## src/rtl/uart_rx_ctrl.sv

```systemverilog
// 8N1 UART receiver: 2-flop synchroniser, mid-bit sampling FSM and a
// one-entry VALID/ACK holding register with sticky overrun.
module uart_rx_ctrl #(
    parameter int BIT_TMR_MAX = 10416,
    parameter int HALF_BIT    = BIT_TMR_MAX / 2,
    parameter int TMR_WIDTH   = 14
) (
    input  logic       CLK,
    input  logic       RST,
    input  logic       RX,
    input  logic       ACK,
    output logic [7:0] DATA,
    output logic       VALID,
    output logic       OVERRUN,
    output logic       FRAME_ERR,
    output logic       BUSY
);

    typedef enum logic [2:0] {
        S_IDLE,
        S_START,
        S_DATA,
        S_STOP,
        S_BREAK
    } state_t;

    localparam logic [TMR_WIDTH-1:0] TMR_HALF = TMR_WIDTH'(HALF_BIT - 1);
    localparam logic [TMR_WIDTH-1:0] TMR_FULL = TMR_WIDTH'(BIT_TMR_MAX - 1);

    state_t               r_state;
    state_t               w_state_nxt;
    logic                 r_sync1;
    logic                 r_sync2;
    logic                 w_rx_s;
    logic [TMR_WIDTH-1:0] r_tmr;
    logic [TMR_WIDTH-1:0] w_tmr_nxt;
    logic [2:0]           r_bit;
    logic [2:0]           w_bit_nxt;
    logic [7:0]           r_shift;
    logic [7:0]           w_shift_nxt;
    logic                 w_deliver;
    logic                 w_frame_err;
    logic [7:0]           r_data;
    logic                 r_valid;
    logic                 r_overrun;
    logic                 r_ferr;

    assign w_rx_s = r_sync2;

    always_ff @(posedge CLK or posedge RST) begin
        if (RST) begin
            r_sync1 <= 1'b1;
            r_sync2 <= 1'b1;
        end else begin
            r_sync1 <= RX;
            r_sync2 <= r_sync1;
        end
    end

    always_ff @(posedge CLK or posedge RST) begin
        if (RST) begin
            r_state <= S_IDLE;
            r_tmr   <= '0;
            r_bit   <= 3'd0;
            r_shift <= 8'h00;
        end else begin
            r_state <= w_state_nxt;
            r_tmr   <= w_tmr_nxt;
            r_bit   <= w_bit_nxt;
            r_shift <= w_shift_nxt;
        end
    end

    always_comb begin
        w_state_nxt = r_state;
        w_tmr_nxt   = r_tmr + 1'b1;
        w_bit_nxt   = r_bit;
        w_shift_nxt = r_shift;
        w_deliver   = 1'b0;
        w_frame_err = 1'b0;
        unique case (r_state)
            S_IDLE: begin
                w_tmr_nxt = '0;
                if (!w_rx_s) begin
                    w_state_nxt = S_START;
                end
            end
            S_START: begin
                if (r_tmr == TMR_HALF) begin
                    w_tmr_nxt = '0;
                    if (w_rx_s) begin
                        w_state_nxt = S_IDLE;
                    end else begin
                        w_state_nxt = S_DATA;
                        w_bit_nxt   = 3'd0;
                    end
                end
            end
            S_DATA: begin
                if (r_tmr == TMR_FULL) begin
                    w_tmr_nxt   = '0;
                    w_shift_nxt = {w_rx_s, r_shift[7:1]};
                    w_bit_nxt   = r_bit + 3'd1;
                    if (r_bit == 3'd7) begin
                        w_state_nxt = S_STOP;
                    end
                end
            end
            S_STOP: begin
                if (r_tmr == TMR_FULL) begin
                    w_tmr_nxt = '0;
                    if (w_rx_s) begin
                        w_deliver   = 1'b1;
                        w_state_nxt = S_IDLE;
                    end else begin
                        w_frame_err = 1'b1;
                        w_state_nxt = S_BREAK;
                    end
                end
            end
            S_BREAK: begin
                // A line held low must rise before a new start bit counts.
                w_tmr_nxt = '0;
                if (w_rx_s) begin
                    w_state_nxt = S_IDLE;
                end
            end
            default: begin
                w_tmr_nxt   = '0;
                w_state_nxt = S_IDLE;
            end
        endcase
    end

    always_ff @(posedge CLK or posedge RST) begin
        if (RST) begin
            r_data    <= 8'h00;
            r_valid   <= 1'b0;
            r_overrun <= 1'b0;
            r_ferr    <= 1'b0;
        end else begin
            r_ferr <= w_frame_err;
            if (w_deliver) begin
                // Delivery wins over a same-cycle ACK: VALID stays set.
                r_data  <= r_shift;
                r_valid <= 1'b1;
                if (r_valid && !ACK) begin
                    r_overrun <= 1'b1;
                end
            end else if (r_valid && ACK) begin
                r_valid   <= 1'b0;
                r_overrun <= 1'b0;
            end
        end
    end

    assign DATA      = r_data;
    assign VALID     = r_valid;
    assign OVERRUN   = r_overrun;
    assign FRAME_ERR = r_ferr;
    assign BUSY      = (r_state != S_IDLE);

endmodule

```

## config.mk

```make
export PLATFORM = sky130hd
export DESIGN_NAME = uart_rx_ctrl
export DESIGN_NICKNAME = d
export VERILOG_FILES = /design/src/rtl/uart_rx_ctrl.sv
export SDC_FILE = /design/constraint.sdc
export NUM_CORES = 1
export LEC_CHECK = 0
export ABC_AREA = 1
export CAP_MARGIN = 10
export CORE_MARGIN = 1
export CORE_UTILIZATION = 60
export CTS_BUF_LIST = sky130_fd_sc_hd__clkbuf_8
export DETAILED_ROUTE_END_ITERATION = 10
export DONT_BUFFER_PORTS = 1
export GPL_TIMING_DRIVEN = 0
export PLACE_DENSITY = 0.87
export RECOVER_POWER = 50
export SYNTH_ARGS = -nofsm -noshare
export SYNTH_HDL_FRONTEND = slang
export SYNTH_SLANG_ARGS = --single-unit
```

## constraint.sdc

```tcl
create_clock -name CLK -period 1.7 [get_ports CLK]
set_input_delay 0.34 -clock CLK [delete_from_list [all_inputs] [get_ports CLK]]
set_output_delay 0.34 -clock CLK [all_outputs]
set_load 0.01 [all_outputs]
```

; ---- Yosys cells after proc, flatten, opt, wreduce, memory -nomap -nowiden
; Cells that the tools add are included.
[totals]
reg_bits = 41
latch_bits = 0
ramBits = 0
romBits = 0
inputBits = 4
memories = 0
[classes]
n_addsub = 2
mul = 0
n_div = 0
n_lt_le_gt_ge = 0
n_eq_ne = 15
shift = 0
mux = 26
bitwise_logic = 0
n_reduce_logical = 12
[ops]
columns = cell, count
row1 = 3-bit two-way mux, 10
row2 = 14-bit two-way mux, 2
row3 = 14-bit one-hot mux with 2 select lines, 1
row4 = 3-bit one-hot mux with 5 select lines, 1
row5 = 14-bit by 1-bit adder with 14-bit output (second input constant), 1
row6 = 14-bit by 13-bit == test with 1-bit output (second input constant), 1
row7 = 14-bit == test (second input constant), 1
row8 = 2-bit != test (second input constant), 7
row9 = 1-bit two-way mux, 10
row10 = 3-bit by 2-bit == test with 1-bit output (second input constant), 2
row11 = 3-bit == test (second input constant), 2
row12 = 3-bit one-hot mux with 2 select lines, 1
row13 = 6-bit AND reduction, 1
row14 = 2-bit AND reduction, 2
row15 = 4-bit AND reduction, 1
row16 = 2-bit nonzero test, 2
row17 = 3-bit by 1-bit adder with 3-bit output (second input constant), 1
row18 = 3-bit by 1-bit == test with 1-bit output (second input constant), 1
row19 = 3-bit logical NOT, 1
row20 = 3-bit nonzero test, 1
row21 = 1-bit logical AND, 2
row22 = 2-bit two-way mux, 1
row23 = 2-bit by 1-bit != test with 1-bit output (second input constant), 1
row24 = 2-bit OR reduction, 1
row25 = 1-bit logical NOT, 1

; ---- Depth between registers and ports, before layout
[logic_depth]
depth_word = 5
depth_mapped = 11
ltp_nobuf = 11

; ---- Least setup slack after synthesis
; No wires, ideal clock.
[synth_path]
kind = register to register
start = register r_tmr[0]
end = register r_tmr[10]
setup_time_ns = 0.122
arrival_ns = 1.287
path_slack_ns = 0.291
stages_incl_launch_ff = 11
path_buffers = 0
path_cell_list = dfrtp_1 > ha_1 > nand2_1 > inv_1 > nand2_1 > nor2_1 > nand2_1 > nand2_1 > nand2_2 > inv_2 > nor2_1
[synth_via]
elab_chain_cells = 3
elab_cells_between_ends = 6
[synth_lines]
columns = item, line
row1 = start: declaration, 35  ; logic [TMR_WIDTH-1:0] r_tmr;
row2 = start signal: assignment, 68  ; r_tmr <= w_tmr_nxt;
row3 = 14-bit by 1-bit adder with 14-bit output (tied with other cells), 76  ; w_tmr_nxt = r_tmr + 1'b1;
row4 = "14-bit two-way mux, on equally long branches", "100, 110, 89"
row5 = 14-bit one-hot mux with 2 select lines *, 81  ; unique case (r_state)
row6 = named net w_tmr_nxt[10], 36  ; logic [TMR_WIDTH-1:0] w_tmr_nxt;
; Mark *: on every way through the listed nets, which the timed path passes. The rest lies on a longest branch.
; A chain may end at the register's enable or synchronous reset.

; ---- Worst setup path after layout
[layout_path]
start = register r_tmr[9]
end = register r_data[4], in the netlist DATA[4]
[layout_via]
elab_chain_cells = 3
[layout_lines]
columns = item, line
row1 = 14-bit == test, 110  ; if (r_tmr == TMR_FULL) begin
row2 = 1-bit two-way mux, 110
row3 = 1-bit two-way mux, 81
row4 = end signal: assignment, 145  ; r_data <= r_shift;
row5 = end: declaration, 43  ; logic [7:0] r_data;
; No other way between the ends.

==> results.ini <==
[worst_setup_path]
crit_fanout=10
cp-end-kind=flip-flop
critPathKind=flip-flop to flip-flop
max_stage_delay_ps=450
path_cells=nor2_1, inv_2, nor2_4, nand4_4, buf_6, o21ai_2
critPathSlowestCell=dfrtp_1
rr_worst_depth=6
crit_required_ps=1930
worst_setup_path_start_kind=flip-flop
arrival_ps=1780

[final_layout]
layout-drive-gt1-share_pct=21.0
fin_nets=254
antenna_cells=0
instances_no_fill=294
fin_util_pct=68.7
syn2layout_area_growth_pct=9.71

[logic_synthesis]
ys.warnings.count=0
syn_nets=246
ys_seq_area_share_pct=49.3
synth_commonest_cells=nand2_1, dfrtp_1, inv_1
synth.area.top_cells=dfrtp_1, nand2_1, inv_1
yosysMostFrequentCell=nand2_1
ys.flop_type=dfrtp_1
synthArstFlopShare_pct=100
synth_cells=239
yosysTopAreaCellShare_pct=46.7
ys_ff_latch=41
synth_top_cell_by_area=dfrtp_1
synth_edf_count=0
syn_area_per_cell_um2=8.74
syn-cell-area_um2=2090
ys_types=31

[clock_tree]
clk_latency_ps=300
cts.sinks=41
numCtsBuffers=5
cts_tree=done
clkTransAtPathRegs_ps=80
cts.path.max_buffers=2
cts-root-buf=clkbuf_8
htreeDepth=2

[floorplanning]
die_w_um=61.0
fp.coreArea_um2=3340
dieHeight_um=61.0
die_area_um2=3720
rows=21
initial_utilization_pct=62.6
ios=16

[sta]
tightestPinTransition_ps=1490
hold_violations=0
skew_ps=8.12
slew_headroom_pct=0.621
fin_crit_ps=1550
finalCritPeriodShare_pct=91.1
setup_viol=0
final.setup.tns_ps=0
rsz0062_at_grt=false
slew_viol_final=0
clock.fmax_mhz=646

[grt]
grtUsageTotal_pct=23.8
grt_overflow=0
antenna_found_initial=0
grt_max_degree=42
grt_pass1_wl_mm=6.32
grt_pass1_vias=1471

[routing]
dr.pass1.iters=4
wl_met3_um=103
ant_nets=0
wl_met2_mm=1.79
routed_via_density=5.13
via_count=1508
top_layer=met4
first_iter_violations=84
wl_per_cell_um=12.8
drt-met1-wl_mm=1.79
wl_mm=3.75
drc_errors=0

[power_and_ir_drop]
power_density_nw_per_um2=794
power_leakage_nw=1.08
p_total_mw=1.82
max-vdd-ir-drop_v=0.000511

[status]
outcome=finished with violations
violations=capacitance limit

[place]
dp_hpwl_mm=2.77
portBuffers=0
place.gp.congestion=0.850
dp.cells=285

[hold_path]
min_path_cells=0
hp-class=input port to flip-flop

[job]
max_cap_violations=1

## kinds of logic after synthesis
group,count (synthesis),share of synthesized area (%)
compound gates,32,10.0
simple gates,118,29.4
fa+ha+maj,3,1.80
xor+xnor,3,1.26
flops,41,49.3
buf+inv,42,8.33
## routing by layer
metal,up-vias,track usage (%)
met5,-,0
met4,0,9.42
met3,6,6.40
met2,17,38.0
met1,716,31.0
li1,769,-
## power breakdown
group / internal [mW] / switching (mW)
Sequential: 0.979 / 0.00260
Combinational: 0.00114 / 0.0207
Clock: 0.477 / 0.338
## layout make-up
class                      instances  area, um2
multi-input combinational        156        901
inverter                          39        149
clock inverter                     2       37.5
sequential                        41       1030
buffer                             3       27.5
tap                               46       57.6
clock buffer                       6       82.6
timing repair buffer               1       7.51
fill                             260       1050
## critical path, delay by kind of cell, from the launching register on
kind	cells	cell delay (ps)
and+or+nand+nor	3	620
DFF	1	450
buffers and inverters	2	290
AOI/OAI and AO/OA	1	120
## cell usage in the layout (no fill, tap or decap), types with 6 or more instances in the layout
cell,netlist,final
inv_1,33,33
clkbuf_8,0,6
nor2_1,22,22
nand2_1,61,60
o21ai_2,8,8
o21ai_1,11,11
dfrtp_1,39,39
## metrics by stage
| stage | instance area [um2] | setup slack, ps | hold WS (ps) |
|---|---|---|---|
| CTS | 2270 | 43.2 | 16.9 |
| global route | 2290 | 53.5 | 12.3 |
| detailed placement | 2150 | 48.9 | 345 |
| global placement | 2150 | -2.96 | 345 |
| floorplan | 2090 | 291 | 344 |
| finish | 2290 | 152 | 30.5 |
## worst paths after layout
check / slack [ps] / from / endpoint
setup reg to reg: 150 / r_tmr[9] / DATA[4]
setup / recovery: 150 / r_tmr[9] / DATA[4]
max in group asynchronous: 450 / RST / r_tmr[9]
hold / removal: 30 / RX / r_sync1
min in group asynchronous: 380 / RST / r_tmr[1]
hold reg to reg: 370 / r_sync1 / r_sync2
## registers in the layout (all words and copies together) (netlist names)
name,count
DATA,8
r_sync2,1
r_tmr,14
r_bit,3
VALID,1
r_shift,8
r_state,3
FRAME_ERR,1
OVERRUN,1
r_sync1,1
## what timing repair did
action,4_1_cts,5_1_grt
hold buffers,0,0
buffers inserted,0,1
gates resized for setup,0,4
endpoints found under the setup margin,0,16
Note: power is estimated with default switching activity, not from simulation.
